**config.mk**
```make
export PLATFORM = sky130hd
export DESIGN_NAME = pong_ball_ctrl
export DESIGN_NICKNAME = d
export VERILOG_FILES = /design/src/rtl/pong_ball_ctrl.sv
export SDC_FILE = /design/constraint.sdc
export NUM_CORES = 1
export LEC_CHECK = 0
export BUFFER_PORTS_ARGS = -buffer_cell sky130_fd_sc_hd__buf_4
export CAP_MARGIN = 30
export CORE_MARGIN = 1
export CORE_UTILIZATION = 59
export DETAILED_ROUTE_END_ITERATION = 7
export PLACE_DENSITY = 0.83
export SLEW_MARGIN = 10
export SYNTH_ARGS = -nofsm -noshare
export SYNTH_HDL_FRONTEND = slang
export SYNTH_SLANG_ARGS = --single-unit
```
**constraint.sdc**
```tcl
create_clock -name clk -period 5.6 [get_ports clk]
set_clock_uncertainty 0.05 [all_clocks]
set_input_delay 0.28 -clock clk [delete_from_list [all_inputs] [get_ports clk]]
set_output_delay 0.28 -clock clk [all_outputs]
set_load 0.02 [all_outputs]
```
**src/rtl/pong_ball_ctrl.sv**
```systemverilog
// ---------------------------------------------------------------------------
// pong_ball_ctrl
//   Ball/score controller for the LED-bar ping-pong game. It moves a one-hot
//   ball one LED per divider tick and judges paddle presses at each end of
//   the bar. It keeps both scores, flashes the bar after each point, and
//   latches the winner when either score reaches WIN_SCORE.
//
// Ports
//   clk        in   system clock
//   reset      in   asynchronous reset, active-high
//   tick       in   single-cycle ball-step strobe
//   btn_l      in   left paddle pulse (debounced, single cycle)
//   btn_r      in   right paddle pulse (debounced, single cycle)
//   led        out  ball display, led[WIDTH-1] is the leftmost LED
//   score_l    out  left player score
//   score_r    out  right player score
//   game_over  out  high once a player has reached WIN_SCORE
//   winner     out  1 = left won, 0 = right won (valid with game_over)
// ---------------------------------------------------------------------------
module pong_ball_ctrl #(
    parameter int WIDTH      = 8,
    parameter int WIN_SCORE  = 9,
    parameter int HOLD_TICKS = 3
) (
    input  logic             clk,
    input  logic             reset,
    input  logic             tick,
    input  logic             btn_l,
    input  logic             btn_r,
    output logic [WIDTH-1:0] led,
    output logic [3:0]       score_l,
    output logic [3:0]       score_r,
    output logic             game_over,
    output logic             winner
);

    localparam int PW = (WIDTH > 1) ? $clog2(WIDTH) : 1;
    localparam int HW = $clog2(HOLD_TICKS + 1);
    localparam logic [PW-1:0] POS_MAX  = PW'(WIDTH - 1);
    localparam logic [HW-1:0] HOLD_END = HW'(HOLD_TICKS - 1);
    localparam logic [3:0]    WIN_VAL  = 4'(WIN_SCORE);

    typedef enum logic [2:0] {
        IDLE      = 3'd0,
        MOVE_R    = 3'd1,
        MOVE_L    = 3'd2,
        POINT     = 3'd3,
        GAME_OVER = 3'd4
    } state_t;

    state_t          r_state, w_state_next;
    logic [PW-1:0]   r_pos, w_pos_next;
    logic [HW-1:0]   r_hold, w_hold_next;
    logic [3:0]      r_score_l, w_score_l_next;
    logic [3:0]      r_score_r, w_score_r_next;
    logic [WIDTH-1:0] r_led, w_led_next;
    logic            r_game_over, r_winner;

    // Game-over display masks: the left winner gets the upper half, which
    // takes the extra LED when WIDTH is odd.
    logic [WIDTH-1:0] w_mask_upper;
    logic [WIDTH-1:0] w_mask_lower;
    logic [WIDTH-1:0] w_onehot;

    genvar gi;
    generate
        for (gi = 0; gi < WIDTH; gi++) begin : g_mask
            assign w_mask_upper[gi] = (gi >= WIDTH / 2);
            assign w_mask_lower[gi] = (gi <  WIDTH / 2);
        end
    endgenerate

    assign w_onehot = {{(WIDTH-1){1'b0}}, 1'b1} << r_pos;

    // Next-state, position, score and hold-counter logic.
    always_comb begin
        w_state_next   = r_state;
        w_pos_next     = r_pos;
        w_hold_next    = r_hold;
        w_score_l_next = r_score_l;
        w_score_r_next = r_score_r;
        unique case (r_state)
            IDLE: begin
                if (btn_l) begin
                    w_pos_next   = POS_MAX;
                    w_state_next = MOVE_R;
                end else if (btn_r) begin
                    w_pos_next   = '0;
                    w_state_next = MOVE_L;
                end
            end
            MOVE_R: begin
                // The paddle press is judged before the tick, so a press on
                // the same cycle as the final tick still counts as a hit.
                if (btn_r) begin
                    if (r_pos == '0) begin
                        w_state_next = MOVE_L;
                    end else begin
                        w_score_l_next = r_score_l + 4'd1;
                        w_hold_next    = '0;
                        w_state_next   = POINT;
                    end
                end else if (tick) begin
                    if (r_pos != '0) begin
                        w_pos_next = r_pos - PW'(1);
                    end else begin
                        w_score_l_next = r_score_l + 4'd1;
                        w_hold_next    = '0;
                        w_state_next   = POINT;
                    end
                end
            end
            MOVE_L: begin
                if (btn_l) begin
                    if (r_pos == POS_MAX) begin
                        w_state_next = MOVE_R;
                    end else begin
                        w_score_r_next = r_score_r + 4'd1;
                        w_hold_next    = '0;
                        w_state_next   = POINT;
                    end
                end else if (tick) begin
                    if (r_pos != POS_MAX) begin
                        w_pos_next = r_pos + PW'(1);
                    end else begin
                        w_score_r_next = r_score_r + 4'd1;
                        w_hold_next    = '0;
                        w_state_next   = POINT;
                    end
                end
            end
            POINT: begin
                if (tick) begin
                    if (r_hold == HOLD_END) begin
                        w_hold_next = '0;
                        if ((r_score_l == WIN_VAL) || (r_score_r == WIN_VAL))
                            w_state_next = GAME_OVER;
                        else
                            w_state_next = IDLE;
                    end else begin
                        w_hold_next = r_hold + HW'(1);
                    end
                end
            end
            GAME_OVER: begin
                // Terminal until reset.
            end
            default: begin
                w_state_next = IDLE;
            end
        endcase
    end

    // LED pattern is derived from the registered state/position, so the bar
    // follows the ball one cycle after the position changes.
    always_comb begin
        w_led_next = '0;
        unique case (r_state)
            MOVE_R, MOVE_L: w_led_next = w_onehot;
            POINT:          w_led_next = '1;
            GAME_OVER:      w_led_next = (r_score_l == WIN_VAL) ? w_mask_upper
                                                                : w_mask_lower;
            default:        w_led_next = '0;
        endcase
    end

    always_ff @(posedge clk or posedge reset) begin
        if (reset) begin
            r_state     <= IDLE;
            r_pos       <= '0;
            r_hold      <= '0;
            r_score_l   <= '0;
            r_score_r   <= '0;
            r_led       <= '0;
            r_game_over <= 1'b0;
            r_winner    <= 1'b0;
        end else begin
            r_state     <= w_state_next;
            r_pos       <= w_pos_next;
            r_hold      <= w_hold_next;
            r_score_l   <= w_score_l_next;
            r_score_r   <= w_score_r_next;
            r_led       <= w_led_next;
            r_game_over <= (w_state_next == GAME_OVER);
            r_winner    <= (w_state_next == GAME_OVER) && (w_score_l_next == WIN_VAL);
        end
    end

    assign led       = r_led;
    assign score_l   = r_score_l;
    assign score_r   = r_score_r;
    assign game_over = r_game_over;
    assign winner    = r_winner;

endmodule

```
## Word level (Yosys, flattened, before mapping)

Index checks and enable logic that the tools add are counted.

- Bits in registers: 26
- Input bits: 5
- Word-level logic and storage cells: 98

- Add/sub/neg operators: 5
- Equal/unequal tests: 27
- Shift-type cells: 1
- Muxes and demuxes: 45
- Reduce and logical (&&, ||, !) cells: 12

Operator list:

| cell | number |
|---|---|
| two-way mux 3 bit | 19 |
| two-way mux 4 bit | 9 |
| != test 3 bit, second input constant | 8 |
| one-hot mux 8 bit (3 select lines) | 1 |
| two-way mux 2 bit | 11 |
| != test 2 bit, second input constant | 9 |
| AND reduction 8 bit | 2 |
| one-hot mux 3 bit (5 select lines) | 1 |
| == test 4 bit, second input constant | 3 |
| == test 3 bit, second input constant | 3 |
| one-hot mux 3 bit (3 select lines) | 1 |
| nonzero test 3 bit | 3 |
| adder 4 x 1 -> 4 bit, second input constant | 2 |
| two-way mux 8 bit | 1 |
| << shifter 1 x 3 -> 8 bit, first input constant | 1 |
| == test 3 x 2 -> 1 bit, second input constant | 2 |
| zero test 3 bit | 2 |
| one-hot mux 2 bit (3 select lines) | 1 |
| AND reduction 4 bit | 1 |
| adder 3 x 1 -> 3 bit, second input constant | 1 |
| == test 3 x 1 -> 1 bit, second input constant | 1 |
| subtractor 3 x 1 -> 3 bit, second input constant | 1 |
| adder 2 x 1 -> 2 bit, second input constant | 1 |
| == test 2 bit, second input constant | 1 |
| other kinds (5) | 5 |

## Logic depth before layout (Yosys ltp)

- Word-level depth: 8
- Depth in mapped cells: 8
- Gate-level depth less buffers: 7

## Worst setup path before layout

OpenSTA, ideal clock, no wires.

- Path kind: reg2reg
- Start point: register r_state[0]
- End point: register r_pos[2]
- Setup time: 0.129 ns
- Arrival: 1.842 ns
- Required time: 5.421 ns
- Path slack: 3.579 ns
- Stages on the path, launching flop included: 9
- Path buffers: 2
- Clock period less this slack: 2.021 ns
- Cells stage by stage: dfrtp_1 -> clkbuf_1 -> or3b_1 -> clkbuf_1 -> fa_1 -> xor2_1 -> nor2_1 -> o21ai_0 -> o21ai_0

- Longest elaborated chain between the ends: 3
- Elaborated cells between the ends (all ways): 13

Ends and longest elaborated chain:

| element | line | text |
|---|---|---|
| start, declared | 51 | `state_t r_state, w_state_next;` |
| start signal, assigned | 178 | `r_state <= w_state_next;` |
| == test 3 x 2 -> 1 bit, or another cell as far along | 82 | `unique case (r_state)` |
| != test 2 bit (no source line), or another cell as far along | n/a |  |
| AND reduction 8 bit (no source line) | n/a |  |
| end signal, assigned | 179 | `r_pos <= w_pos_next;` |
| end, declared | 52 | `logic [PW-1:0] r_pos, w_pos_next;` |

Parallel ways exist; a longest one is shown, timed or not.
A chain may end at the register's enable or synchronous reset.

## Worst setup path after layout

- Start point: register r_state[1]
- End point: register r_pos[2]

Same word-level chain as after synthesis.

==> flow_summary.ini <==
[outcome]
outcome = finished, final reports clean

[timing]
finalWorstPathRequiredPeriod_ns = 2.165
final_min_period_over_clock_period = 0.3866
final-hold-violation-count = 0
setup-tns-final_ns = 0
grt_setup_unrepaired = false
slew_violations = 0
setup_ws_ns = 3.435
transition_time_at_the_pin_with_the_least_slew_margin_ns = 0.4117
fmax_mhz = 461.9
worst_slew_margin_rel = 0.7217
count_of_final_setup_violators = 0

[detailed_routing]
dr_total_vias = 1160
drc = 0
drt.antenna.violating_nets = 0
drt_first_iter_violations = 18
first_pass_iteration_count_of_the_detailed_router = 4
sum_of_routed_wire_length_over_all_layers_um = 2823
routed_wire_length_per_instance_um = 14.33
vias_per_cell = 5.888

[layout]
n_antenna_cell = 0
ff_latch_area_um2 = 650.6
multi_input_area_um2 = 738.2
syn2layout_area_growth_pct = 15.67
final_area_um2 = 1672
layout.cells.most_common = dfrtp_1
final_core_utilization = 0.7414
post_route_cells_drive_above_1_share = 0.1893
nNetsFinal = 183
layout_common_cells = dfrtp_1 (26), buf_4 (22), nor2_1 (14), o21ai_0 (14), nand2_1 (12)
final.fill_count = 164

[floorplanning]
floorplan.io_pins = 23
die_height_um = 51.49
floorplan.core_area_um2 = 2255
effective_utilization_at_floorplan = 0.6410
core.rowCount = 17
die_w_um = 51.49
die_area_um2 = 2651

[placement]
quantity_of_i_o_buffers_inserted_on_ports = 22
postPlaceCellArea_um2 = 1612
dpl_worst_slack_ns = 3.479
place_hpwl_um = 2086
place.gp.congestion = 0.7961

[logic_synthesis]
synth-warning-count = 0
ys_seq_elements = 26
syn_nets = 161
postSynthAreaPerCell_um2 = 9.699
post_synth_main_area_contributors = dfrtp_1 (45%), ha_1 (5.2%), o21ai_0 (4.8%)
synthesis.instances = 149
synth.top_cell.area_share = 0.4502
synth.cell_area_um2 = 1445
seq_area_frac_synth = 0.4502
yosys.cell_types.count = 40
synth_top_area_cell = dfrtp_1

[clocking]
cts_tree = done
clock_insertion_delay_at_the_later_pin_of_the_skew_report_ns = 0.31
cts_htree_levels = 1
cts-buffers-inserted = 3
post_cts_buffers = 0
root_buffer = clkbuf_4
clkTransAtPathRegs_ns = 0.14
cts_sinks = 26
clk_path_buf_depth = 2

[global_routing]
maximum_number_of_pins_on_one_net_before_global_route_repair = 27
grtUsageTotal = 0.2309
global_route.overflow_total = 0
antenna_violations_before_repair = 0
wire_length_of_the_first_global_routing_pass_um = 4609
grt_pass1_vias = 1017

[hold_path]
hold_path.class = in -> reg
hold_depth = 3
worst_hold_startpoint = tick
hold_path_end = r_state[0]

[pwr]
p_per_area_nw_per_um2 = 564.3
leakagePower_nw = 0.7815
vdd_drop_max_mv = 0.3995

[critical_path]
worst_r2r_path_depth = 6
critPathCaptureType = flip-flop
peak_fanout_along_the_critical_path = 13
worst-endpoint-arrival_ns = 2.32
setup.worst_path.start_class = flip-flop
crit-reg2reg-capture = r_pos[2]
cp_data_required_time_ns = 5.75
setup.reg_to_reg.worst_slack_ns = 3.43
critPathKind = reg -> reg
r2r-start = r_state[1]

[flow_run]
timing.max_cap.violations = 0
worst max path at each step:
stage                    start       end  slack (ns)  cells after the start
finish              r_state[1]  r_pos[2]        3.43                      6
global route        r_state[1]  r_pos[2]        3.28                      6
CTS                 r_state[1]  r_pos[2]        3.45                      6
detailed placement  r_state[1]  r_pos[2]        3.48                      6
global placement    r_state[1]  r_pos[2]        3.56                      6
floorplan           r_state[0]  r_pos[2]        3.58                      8
state kept, by name (all words and copies together) (netlist names):
register	cells
r_pos	3
r_hold	2
game_over	1
winner	1
led	8
score_r	4
score_l	4
r_state	3
synthesized netlist by cell type:
master	count
dfrtp_1	26
nor2_1	14
o21ai_0	14
nand2_1	12
a21oi_1	11
clkbuf_1	6
ha_1	6
inv_1	6
nand2b_1	5
a31oi_1	3
nand3_1	3
nand4_1	3
xnor2_1	3
xor2_1	3
a211o_1	2
a21o_1	2
a31o_2	2
and3_1	2
mux2_1	2
nor3_1	2
nor3b_1	2
o31ai_1	2
a221oi_1	1
a22o_1	1
and4_1	1
buf_6	1
fa_1	1
mux2i_1	1
nand3b_1	1
nor2b_1	1
nor3b_4	1
nor4b_1	1
o2111a_1	1
o221ai_1	1
or2_2	1
or3_1	1
or3b_1	1
or4b_1	1
or4b_4	1
xnor2_2	1
layer usage:
metal	vias to the layer above	GRT usage	wire length (um)
met3	2	0.02632	129
li1	573	-	-
met4	0	0.05405	14
met2	33	0.3593	1309
met1	552	0.3441	1370
met5	-	0	0
critical path, cell delays in order (launching register included):
cell and delay [ns]:
dfrtp_1 0.62, or3b_1 0.49, fa_1 0.40, xor2_1 0.20, nor2_1 0.05, o21ai_0 0.14, o21ai_0 0.11
layout make-up:
type / count / area share
sequential: 26 / 0.3892
tap: 28 / 0.02096
multi-input combinational: 110 / 0.4416
inverter: 6 / 0.01347
clock buffer: 3 / 0.01347
timing repair buffer: 24 / 0.1213
through the flow:
stage          total power [mW]  hold WS (ns)  cells
6_report                 0.9433        0.2411    197
5_1_grt                   1.018        0.2536    197
4_1_cts                  0.9402        0.1646    195
3_5_place_dp             0.8621        0.4566    192
3_3_place_gp             0.8446        0.4450    192
2_1_floorplan            0.7072        0.2700    149
kinds of logic (layout without fill, tap and decap cells):
family	Yosys count	count (layout)	share of synthesized area
compound gates	40	40	0.1706
xor+xnor	7	7	0.04763
fa+ha+maj	7	7	0.06580
buf+inv	13	33	0.03896
flops	26	26	0.4502
mux	3	3	0.02251
simple gates	53	53	0.2043
repair_timing:
action	in CTS	in global routing
hold endpoints to repair	0	8
endpoints found under the setup margin	0	0
hold buffers	0	1
resized for setup	0	0
report_power, final:
group	switching, mW	internal [mW]	total (mW)
sequential	0.101	0.266	0.366
combinational	0.281	0.218	0.499
clock	0.0528	0.0251	0.0779
(Power assumes the default switching activity.)
